File: config.mk
export PLATFORM = sky130hd
export DESIGN_NAME = wishbone_nn_master_flat
export DESIGN_NICKNAME = d
export VERILOG_FILES = /design/src/rtl/wishbone_nn_master_if.sv /design/src/rtl/wishbone_nn_master.sv /design/src/flat_wrapper.sv
export SDC_FILE = /design/constraint.sdc
export NUM_CORES = 1
export LEC_CHECK = 0
export CAP_MARGIN = 15
export CORE_UTILIZATION = 45
export DETAILED_ROUTE_END_ITERATION = 10
export DONT_BUFFER_PORTS = 1
export SLEW_MARGIN = 0
export SYNTH_ARGS = -nofsm -noshare
export SYNTH_HDL_FRONTEND = slang
export SYNTH_SLANG_ARGS = --single-unit
File: constraint.sdc
create_clock -name wb_clk_i -period 2.1 [get_ports wb_clk_i]
set_clock_uncertainty 0.05 [all_clocks]
set_input_delay 0.42 -clock wb_clk_i [delete_from_list [all_inputs] [get_ports wb_clk_i]]
set_output_delay 0.42 -clock wb_clk_i [all_outputs]
set_load 0.03 [all_outputs]
File: src/rtl/wishbone_nn_master_if.sv
// Bundle of the command, Wishbone and response signals of wishbone_nn_master.
// The master modport is the block's view; the slave modport is the environment's view.
interface wishbone_nn_master_if;
    logic        cmd_valid_i;
    logic        cmd_ready_o;
    logic        cmd_we_i;
    logic [31:0] cmd_adr_i;
    logic [31:0] cmd_dat_i;
    logic [3:0]  cmd_sel_i;
    logic        wbm_cyc_o;
    logic        wbm_stb_o;
    logic        wbm_we_o;
    logic [3:0]  wbm_sel_o;
    logic [31:0] wbm_adr_o;
    logic [31:0] wbm_dat_o;
    logic        wbm_ack_i;
    logic [31:0] wbm_dat_i;
    logic        rsp_valid_o;
    logic        rsp_ready_i;
    logic [31:0] rsp_dat_o;
    logic        rsp_err_o;
    logic        busy_o;

    modport master (
        input  cmd_valid_i, cmd_we_i, cmd_adr_i, cmd_dat_i, cmd_sel_i,
        input  wbm_ack_i, wbm_dat_i, rsp_ready_i,
        output cmd_ready_o, wbm_cyc_o, wbm_stb_o, wbm_we_o, wbm_sel_o,
        output wbm_adr_o, wbm_dat_o, rsp_valid_o, rsp_dat_o, rsp_err_o, busy_o
    );

    modport slave (
        output cmd_valid_i, cmd_we_i, cmd_adr_i, cmd_dat_i, cmd_sel_i,
        output wbm_ack_i, wbm_dat_i, rsp_ready_i,
        input  cmd_ready_o, wbm_cyc_o, wbm_stb_o, wbm_we_o, wbm_sel_o,
        input  wbm_adr_o, wbm_dat_o, rsp_valid_o, rsp_dat_o, rsp_err_o, busy_o
    );
endinterface

File: src/rtl/wishbone_nn_master.sv
// Wishbone classic single-transfer initiator: one command in, one stb/cyc cycle, one response out.
// Optional ack timeout abort is built when WB_MASTER_TIMEOUT_EN is defined.
module wishbone_nn_master #(
    parameter int unsigned TIMEOUT_CYCLES = 16
) (
    input  logic                       wb_clk_i,
    input  logic                       wb_rst_i,
    wishbone_nn_master_if.master       bus,
    output logic [1:0]                 dbg_state_o
);

    // Handshakes: a command transfers on a clock edge where cmd_valid_i & cmd_ready_o,
    // a response on an edge where rsp_valid_o & rsp_ready_i; valid holds its payload until then.
    localparam logic [1:0] ST_IDLE = 2'd0;
    localparam logic [1:0] ST_BUS  = 2'd1;
    localparam logic [1:0] ST_RESP = 2'd2;

    if (TIMEOUT_CYCLES == 0) begin : g_bad_timeout
        $error("TIMEOUT_CYCLES must be at least 1");
    end

    logic [1:0]  state_q, state_d;
    logic        cyc_q, cyc_d;
    logic        stb_q, stb_d;
    logic        we_q, we_d;
    logic [3:0]  sel_q, sel_d;
    logic [31:0] adr_q, adr_d;
    logic [31:0] wdat_q, wdat_d;
    logic        rsp_valid_q, rsp_valid_d;
    logic [31:0] rsp_dat_q, rsp_dat_d;
    logic        rsp_err_q, rsp_err_d;
    logic        cmd_ready_q, cmd_ready_d;
    logic        busy_q, busy_d;
    logic        timeout_hit;

`ifdef WB_MASTER_TIMEOUT_EN
    localparam int unsigned       CNT_W     = $clog2(TIMEOUT_CYCLES + 1);
    localparam logic [CNT_W-1:0]  CNT_LIMIT = CNT_W'(TIMEOUT_CYCLES);

    logic [CNT_W-1:0] cnt_q, cnt_d;
    logic [CNT_W-1:0] cnt_inc;

    // The count never exceeds TIMEOUT_CYCLES-1 in BUS, so the increment cannot wrap.
    always_comb begin
        cnt_inc     = cnt_q + CNT_W'(1);
        timeout_hit = (state_q == ST_BUS) && !bus.wbm_ack_i && (cnt_inc == CNT_LIMIT);
        cnt_d       = cnt_q;
        if (state_q != ST_BUS) begin
            cnt_d = '0;
        end else if (!bus.wbm_ack_i) begin
            cnt_d = cnt_inc;
        end
    end

    always_ff @(posedge wb_clk_i or negedge wb_rst_i) begin
        if (!wb_rst_i) begin
            cnt_q <= '0;
        end else begin
            cnt_q <= cnt_d;
        end
    end
`else
    assign timeout_hit = 1'b0;
`endif

    always_comb begin
        state_d     = state_q;
        cyc_d       = cyc_q;
        stb_d       = stb_q;
        we_d        = we_q;
        sel_d       = sel_q;
        adr_d       = adr_q;
        wdat_d      = wdat_q;
        rsp_valid_d = rsp_valid_q;
        rsp_dat_d   = rsp_dat_q;
        rsp_err_d   = rsp_err_q;
        cmd_ready_d = cmd_ready_q;
        busy_d      = busy_q;

        case (state_q)
            ST_IDLE: begin
                if (bus.cmd_valid_i) begin
                    we_d        = bus.cmd_we_i;
                    sel_d       = bus.cmd_sel_i;
                    adr_d       = bus.cmd_adr_i;
                    wdat_d      = bus.cmd_dat_i;
                    cyc_d       = 1'b1;
                    stb_d       = 1'b1;
                    cmd_ready_d = 1'b0;
                    busy_d      = 1'b1;
                    state_d     = ST_BUS;
                end
            end
            ST_BUS: begin
                // An ack in the limit cycle still completes the transfer normally.
                if (bus.wbm_ack_i) begin
                    cyc_d       = 1'b0;
                    stb_d       = 1'b0;
                    rsp_valid_d = 1'b1;
                    rsp_dat_d   = we_q ? 32'd0 : bus.wbm_dat_i;
                    rsp_err_d   = 1'b0;
                    state_d     = ST_RESP;
                end else if (timeout_hit) begin
                    cyc_d       = 1'b0;
                    stb_d       = 1'b0;
                    rsp_valid_d = 1'b1;
                    rsp_dat_d   = 32'd0;
                    rsp_err_d   = 1'b1;
                    state_d     = ST_RESP;
                end
            end
            ST_RESP: begin
                if (bus.rsp_ready_i) begin
                    rsp_valid_d = 1'b0;
                    cmd_ready_d = 1'b1;
                    busy_d      = 1'b0;
                    state_d     = ST_IDLE;
                end
            end
            default: begin
                cyc_d       = 1'b0;
                stb_d       = 1'b0;
                rsp_valid_d = 1'b0;
                cmd_ready_d = 1'b1;
                busy_d      = 1'b0;
                state_d     = ST_IDLE;
            end
        endcase
    end

    always_ff @(posedge wb_clk_i or negedge wb_rst_i) begin
        if (!wb_rst_i) begin
            state_q     <= ST_IDLE;
            cyc_q       <= 1'b0;
            stb_q       <= 1'b0;
            we_q        <= 1'b0;
            sel_q       <= 4'd0;
            adr_q       <= 32'd0;
            wdat_q      <= 32'd0;
            rsp_valid_q <= 1'b0;
            rsp_dat_q   <= 32'd0;
            rsp_err_q   <= 1'b0;
            cmd_ready_q <= 1'b1;
            busy_q      <= 1'b0;
        end else begin
            state_q     <= state_d;
            cyc_q       <= cyc_d;
            stb_q       <= stb_d;
            we_q        <= we_d;
            sel_q       <= sel_d;
            adr_q       <= adr_d;
            wdat_q      <= wdat_d;
            rsp_valid_q <= rsp_valid_d;
            rsp_dat_q   <= rsp_dat_d;
            rsp_err_q   <= rsp_err_d;
            cmd_ready_q <= cmd_ready_d;
            busy_q      <= busy_d;
        end
    end

    assign bus.cmd_ready_o = cmd_ready_q;
    assign bus.wbm_cyc_o   = cyc_q;
    assign bus.wbm_stb_o   = stb_q;
    assign bus.wbm_we_o    = we_q;
    assign bus.wbm_sel_o   = sel_q;
    assign bus.wbm_adr_o   = adr_q;
    assign bus.wbm_dat_o   = wdat_q;
    assign bus.rsp_valid_o = rsp_valid_q;
    assign bus.rsp_dat_o   = rsp_dat_q;
    assign bus.rsp_err_o   = rsp_err_q;
    assign bus.busy_o      = busy_q;
    assign dbg_state_o     = state_q;

endmodule
File: src/flat_wrapper.sv
// flat-port wrapper written by rule: the top's interface ports become plain ports
module wishbone_nn_master_flat 
#(
    parameter int unsigned TIMEOUT_CYCLES = 16
)
  (wb_clk_i, wb_rst_i, dbg_state_o, bus_cmd_valid_i, bus_cmd_we_i, bus_cmd_adr_i, bus_cmd_dat_i, bus_cmd_sel_i, bus_wbm_ack_i, bus_wbm_dat_i, bus_rsp_ready_i, bus_cmd_ready_o, bus_wbm_cyc_o, bus_wbm_stb_o, bus_wbm_we_o, bus_wbm_sel_o, bus_wbm_adr_o, bus_wbm_dat_o, bus_rsp_valid_o, bus_rsp_dat_o, bus_rsp_err_o, bus_busy_o);
  wishbone_nn_master_if bus_i ();
  input  logic wb_clk_i;
  input  logic wb_rst_i;
  output logic [1:0] dbg_state_o;
  input wire logic [$bits(bus_i.cmd_valid_i)-1:0] bus_cmd_valid_i;
  input wire logic [$bits(bus_i.cmd_we_i)-1:0] bus_cmd_we_i;
  input wire logic [$bits(bus_i.cmd_adr_i)-1:0] bus_cmd_adr_i;
  input wire logic [$bits(bus_i.cmd_dat_i)-1:0] bus_cmd_dat_i;
  input wire logic [$bits(bus_i.cmd_sel_i)-1:0] bus_cmd_sel_i;
  input wire logic [$bits(bus_i.wbm_ack_i)-1:0] bus_wbm_ack_i;
  input wire logic [$bits(bus_i.wbm_dat_i)-1:0] bus_wbm_dat_i;
  input wire logic [$bits(bus_i.rsp_ready_i)-1:0] bus_rsp_ready_i;
  output wire logic [$bits(bus_i.cmd_ready_o)-1:0] bus_cmd_ready_o;
  output wire logic [$bits(bus_i.wbm_cyc_o)-1:0] bus_wbm_cyc_o;
  output wire logic [$bits(bus_i.wbm_stb_o)-1:0] bus_wbm_stb_o;
  output wire logic [$bits(bus_i.wbm_we_o)-1:0] bus_wbm_we_o;
  output wire logic [$bits(bus_i.wbm_sel_o)-1:0] bus_wbm_sel_o;
  output wire logic [$bits(bus_i.wbm_adr_o)-1:0] bus_wbm_adr_o;
  output wire logic [$bits(bus_i.wbm_dat_o)-1:0] bus_wbm_dat_o;
  output wire logic [$bits(bus_i.rsp_valid_o)-1:0] bus_rsp_valid_o;
  output wire logic [$bits(bus_i.rsp_dat_o)-1:0] bus_rsp_dat_o;
  output wire logic [$bits(bus_i.rsp_err_o)-1:0] bus_rsp_err_o;
  output wire logic [$bits(bus_i.busy_o)-1:0] bus_busy_o;
  assign bus_i.cmd_valid_i = bus_cmd_valid_i;
  assign bus_i.cmd_we_i = bus_cmd_we_i;
  assign bus_i.cmd_adr_i = bus_cmd_adr_i;
  assign bus_i.cmd_dat_i = bus_cmd_dat_i;
  assign bus_i.cmd_sel_i = bus_cmd_sel_i;
  assign bus_i.wbm_ack_i = bus_wbm_ack_i;
  assign bus_i.wbm_dat_i = bus_wbm_dat_i;
  assign bus_i.rsp_ready_i = bus_rsp_ready_i;
  assign bus_cmd_ready_o = bus_i.cmd_ready_o;
  assign bus_wbm_cyc_o = bus_i.wbm_cyc_o;
  assign bus_wbm_stb_o = bus_i.wbm_stb_o;
  assign bus_wbm_we_o = bus_i.wbm_we_o;
  assign bus_wbm_sel_o = bus_i.wbm_sel_o;
  assign bus_wbm_adr_o = bus_i.wbm_adr_o;
  assign bus_wbm_dat_o = bus_i.wbm_dat_o;
  assign bus_rsp_valid_o = bus_i.rsp_valid_o;
  assign bus_rsp_dat_o = bus_i.rsp_dat_o;
  assign bus_rsp_err_o = bus_i.rsp_err_o;
  assign bus_busy_o = bus_i.busy_o;
  wishbone_nn_master #(.TIMEOUT_CYCLES(TIMEOUT_CYCLES)) u_core (.wb_clk_i(wb_clk_i), .wb_rst_i(wb_rst_i), .bus(bus_i), .dbg_state_o(dbg_state_o));
endmodule
After elaboration in Yosys (flattened, before gate mapping)
Cells that the tools add are included.
{"block": "totals", "output_inout_bits": 109, "word_cells": 40, "register_bits": 107}
{"block": "classes", "reduce_logical": 7, "mux": 15, "eq_ne": 5, "bitwise": 3}
{"op": "32-bit 2-to-1 mux", "count": 1}
{"op": "1-bit one-hot mux with 3 select lines", "count": 4}
{"op": "3-bit AND reduction", "count": 4}
{"op": "1-bit 2-to-1 mux", "count": 6}
{"op": "2-bit 2-to-1 mux", "count": 3}
{"op": "2-bit inequality test, second input constant", "count": 3}
{"op": "2-bit one-hot mux with 3 select lines", "count": 1}
{"op": "2-bit AND reduction", "count": 2}
{"op": "1-bit inverter", "count": 3}
{"op": "2-bit by 1-bit equality test with 1-bit output, second input constant", "count": 1}
{"op": "2-bit equality test, second input constant", "count": 1}
{"op": "2-bit logical NOT", "count": 1}

Depth between registers and ports, before layout
{"block": "depth", "word_depth": 3, "ltp_mapped": 6, "ltp_nobuf": 3}

Least setup slack after synthesis
OpenSTA, ideal clock, no wires.
{"block": "synth_timing", "kind": "register to register", "from": "register u_core.state_q[0], in the netlist u_core.dbg_state_o[0]", "to": "register u_core.wdat_q[21], in the netlist u_core.bus.wbm_dat_o[21]", "arrival_ns": 1.473, "setup_slack_ns": 0.452, "setup_time_ns": 0.125, "required_time_ns": 1.925, "synth_period_minus_slack_ns": 1.648, "n_path_buf": 2, "stages_incl_launch_ff": 6, "cell_sequence": "dfrtp_1 nand2b_4 nor2_4 buf_6 buf_6 mux2_4"}
{"block": "synth_via", "elab_chain_len": 2}
{"item": "start: declaration", "line_no": "wishbone_nn_master.sv:22", "rtl": "logic [1:0] state_q, state_d;"}
{"item": "start signal: assignment", "line_no": "wishbone_nn_master.sv:146", "rtl": "state_q <= state_d;"}
{"item": "2-bit logical NOT", "line_no": "wishbone_nn_master.sv:80", "rtl": "case (state_q)"}
{"item": "2-bit AND reduction (no source line)"}
{"item": "end signal: assignment", "line_no": "wishbone_nn_master.sv:152", "rtl": "wdat_q <= wdat_d;"}
{"item": "end: declaration", "line_no": "wishbone_nn_master.sv:28", "rtl": "logic [31:0] wdat_q, wdat_d;"}
Every way passes these cells.
A chain may end at the register's enable or synchronous reset.

Worst setup path in the final report
{"block": "layout_timing", "from": "register u_core.state_q[0], in the netlist u_core.dbg_state_o[0]", "to": "register u_core.adr_q[3], in the netlist u_core.bus.wbm_adr_o[3]"}
{"block": "layout_via", "elab_chain_len": 2}
{"item": "2-bit logical NOT", "line_no": "wishbone_nn_master.sv:80"}
{"item": "2-bit AND reduction (no source line)"}
{"item": "end signal: assignment", "line_no": "wishbone_nn_master.sv:151", "rtl": "adr_q <= adr_d;"}
{"item": "end: declaration", "line_no": "wishbone_nn_master.sv:27", "rtl": "logic [31:0] adr_q, adr_d;"}
Every way passes these cells.

==> results.json <==
{
  "crit_buf_inv": 1,
  "setup_tns_ns": 0,
  "layout.nets": 416,
  "fin_crit_ns": 1.54,
  "htreeDepth": 3,
  "die_x_um": 98.7,
  "cts_tree": "built",
  "use_met3": 0.0759,
  "insertion_delay_ns": 0.34,
  "cts.path.max_buffers": 2,
  "max-slew-margin-rel": 0.605,
  "busiest_layer": "met2",
  "ys.flop_type": "dfrtp_1",
  "num_vias": 2240,
  "syn-num-nets": 419,
  "rsz0062_at_grt": "no",
  "dieArea_um2": 9740,
  "reg2reg_slack_ns": 0.56,
  "grt_pass1_wl_um": 11900,
  "powerDensity_nw_per_um2": 1970,
  "drt-wirelength-per-cell_um": 18.7,
  "startpoint_type": "flop",
  "crit_arrival_ns": 1.72,
  "critPathTopFamily": "flip-flops",
  "fmaxAchievable_mhz": 649,
  "finalSetupViolations": 0,
  "gp_congestion": 0.688,
  "period_share": 0.734,
  "syn_inst": 313,
  "drv_cap": 0,
  "final_area_um2": 4470,
  "met2_usage": 0.279,
  "antennaDiodeCount": 0,
  "numCtsBuffers": 9,
  "grt_use_total": 0.161,
  "async_flop_share": 1.00,
  "syn_area_per_cell_um2": 13.4,
  "io_pins": 215,
  "hold-worst-slack_ns": -0.300,
  "n_fill_cell": 747,
  "viasPerCell": 5.30,
  "slew_violations": 0,
  "synth_most_common_cell": "dfrtp_1",
  "antenna_found_initial": 0,
  "yosys.area.top_type": "dfrtp_1",
  "floorplan.initialDensity": 0.473,
  "drc": 0,
  "grt_use_met1": 0.178,
  "coreArea_um2": 8890,
  "netlist_area_um2": 4210,
  "ir_drop_v": 0.000646,
  "portBuffers": 0,
  "yosys.area.top_type_share": 0.631,
  "clkTransAtPathRegs_ns": 0.10,
  "ys_warn_count": 0,
  "critPathMaxFanout": 27,
  "postRouteAntennaNets": 0,
  "hold_path.class": "input port to asynchronous set/reset pin",
  "root_buffer": "clkbuf_8",
  "die-height_um": 98.7,
  "drt_iter0_drc": 69,
  "p_leak_nw": 1.94,
  "cts_resized": 0,
  "tightest_slew_ns": 0.593,
  "drive_above_1_share": 0.292,
  "cp-end-kind": "flop",
  "critPathKind": "flop to flop",
  "firstDrtPassIters": 5,
  "synth_area_leaders": "dfrtp_1 63%, mux2_2 16%, nand2b_1 4.8%",
  "ys_types": 24,
  "wl_um": 7890,
  "postCtsSetupBuffers": 0,
  "grt_max_degree": 108,
  "worstPathRequired_ns": 2.28,
  "failed_checks": "negative hold slack",
  "crit_chain": "nand2b_4 -> nor2_4 -> buf_4 -> mux2_2",
  "grt_pass1_vias": 2277,
  "crit_slowest_cell": "dfrtp_1",
  "synth_commonest_cells": "106 x dfrtp_1, 59 x mux2_2, 36 x nand2_1, 34 x o21ai_0, 32 x nand2b_1",
  "areaGrowthSynthToFinish_pct": 6.25,
  "cts_num_sinks": 107,
  "hold_viol": 107,
  "synth-seq-cells": 107,
  "cpPeakStageDelay_ns": 0.39,
  "fp-row-count": 34,
  "synth_edf_count": 0,
  "dp_hpwl_um": 5580,
  "placed_area_um2": 4300,
  "ys_seq_area_frac": 0.637,
  "gr-total-overflow": 0,
  "outcome": "finished with violations"
}
==> final timing paths <==
check,start,to,depth (start not counted)
max,u_core.dbg_state_o[0],u_core.bus.wbm_adr_o[3],4
min,wb_rst_i,u_core.bus.wbm_dat_o[26],0
max reg2reg,u_core.dbg_state_o[0],u_core.bus.wbm_adr_o[3],4
min reg2reg,u_core.dbg_state_o[0],u_core.dbg_state_o[0],2
max in group asynchronous,wb_rst_i,u_core.bus.cmd_ready_o,0
min in group wb_clk_i,bus_wbm_dat_i[7],u_core.bus.rsp_dat_o[7],2
==> power by group <==
group / switching (mW) / internal, mW / total, mW
combinational: 0.812 / 1.11 / 1.92
sequential: 2.72 / 3.05 / 5.76
clock: 0.667 / 0.440 / 1.11
total: 4.19 / 4.59 / 8.78
==> worst register-to-register path: stages, from the launching register on <==
cell and delay, ns:
dfrtp_1 0.39, nand2b_4 0.17, nor2_4 0.12, buf_4 0.33
mux2_2 0.38
==> registers in the layout, indices dropped and copies added, names as in the netlist <==
name / count
u_core.bus.wbm_cyc_o: 1
u_core.bus.wbm_dat_o: 32
u_core.bus.wbm_we_o: 1
u_core.bus.wbm_sel_o: 4
u_core.dbg_state_o: 2
u_core.bus.wbm_adr_o: 32
u_core.bus.rsp_dat_o: 32
u_core.bus.rsp_valid_o: 1
u_core.bus.busy_o: 1
u_core.bus.cmd_ready_o: 1
==> cell type report <==
cell class	count	area, um2	share of cell area
sequential	107	2680	0.600
timing repair buffer	6	70.1	0.0157
inverter	1	3.75	0.000840
clock inverter	5	37.5	0.00840
multi-input combinational	185	1410	0.316
clock buffer	11	131	0.0294
tap	108	135	0.0302
==> per-stage QoR <==
stage	worst slack [ns]	hold slack (ns)	total power, mW	util	cells
global route	0.462	-0.340	9.28	0.503	423
floorplan	0.452	0.0744	7.28	-	313
detailed placement	0.555	0.0767	7.80	0.484	407
finish	0.558	-0.300	8.78	0.503	423
global placement	0.582	0.0764	7.70	0.484	407
CTS	0.525	-0.319	8.91	0.503	423
==> metal layers <==
metal	wire [um]	share of wire	vias up
met2	4040	0.51	116
li1	-	-	1042
met1	3010	0.38	1077
met4	55	0.0070	0
met5	0	0	-
met3	786	0.10	5
==> layout by cell type (no fill, tap or decap), types with 2 or more instances in the layout <==
cell	count
mux2_4	10
buf_4	4
inv_6	2
o21ai_0	34
clkinvlp_4	2
nand2b_1	32
mux2_2	59
nor2_1	2
a21oi_1	3
buf_12	2
dfrtp_1	106
nand2_1	36
clkbuf_8	9
clkbuf_1	2
==> logic make-up (layout without fill, tap and decap cells) <==
| logic type | count (synthesis) | after routing | share of synthesized area |
|---|---|---|---|
| flops | 107 | 107 | 0.637 |
| mux | 69 | 69 | 0.194 |
| compound gates | 39 | 39 | 0.0473 |
| buf+inv | 21 | 23 | 0.0274 |
| other cells | 1 | 1 | 0.000892 |
| simple gates | 76 | 76 | 0.0937 |
Power figures use the tool's default switching activity.
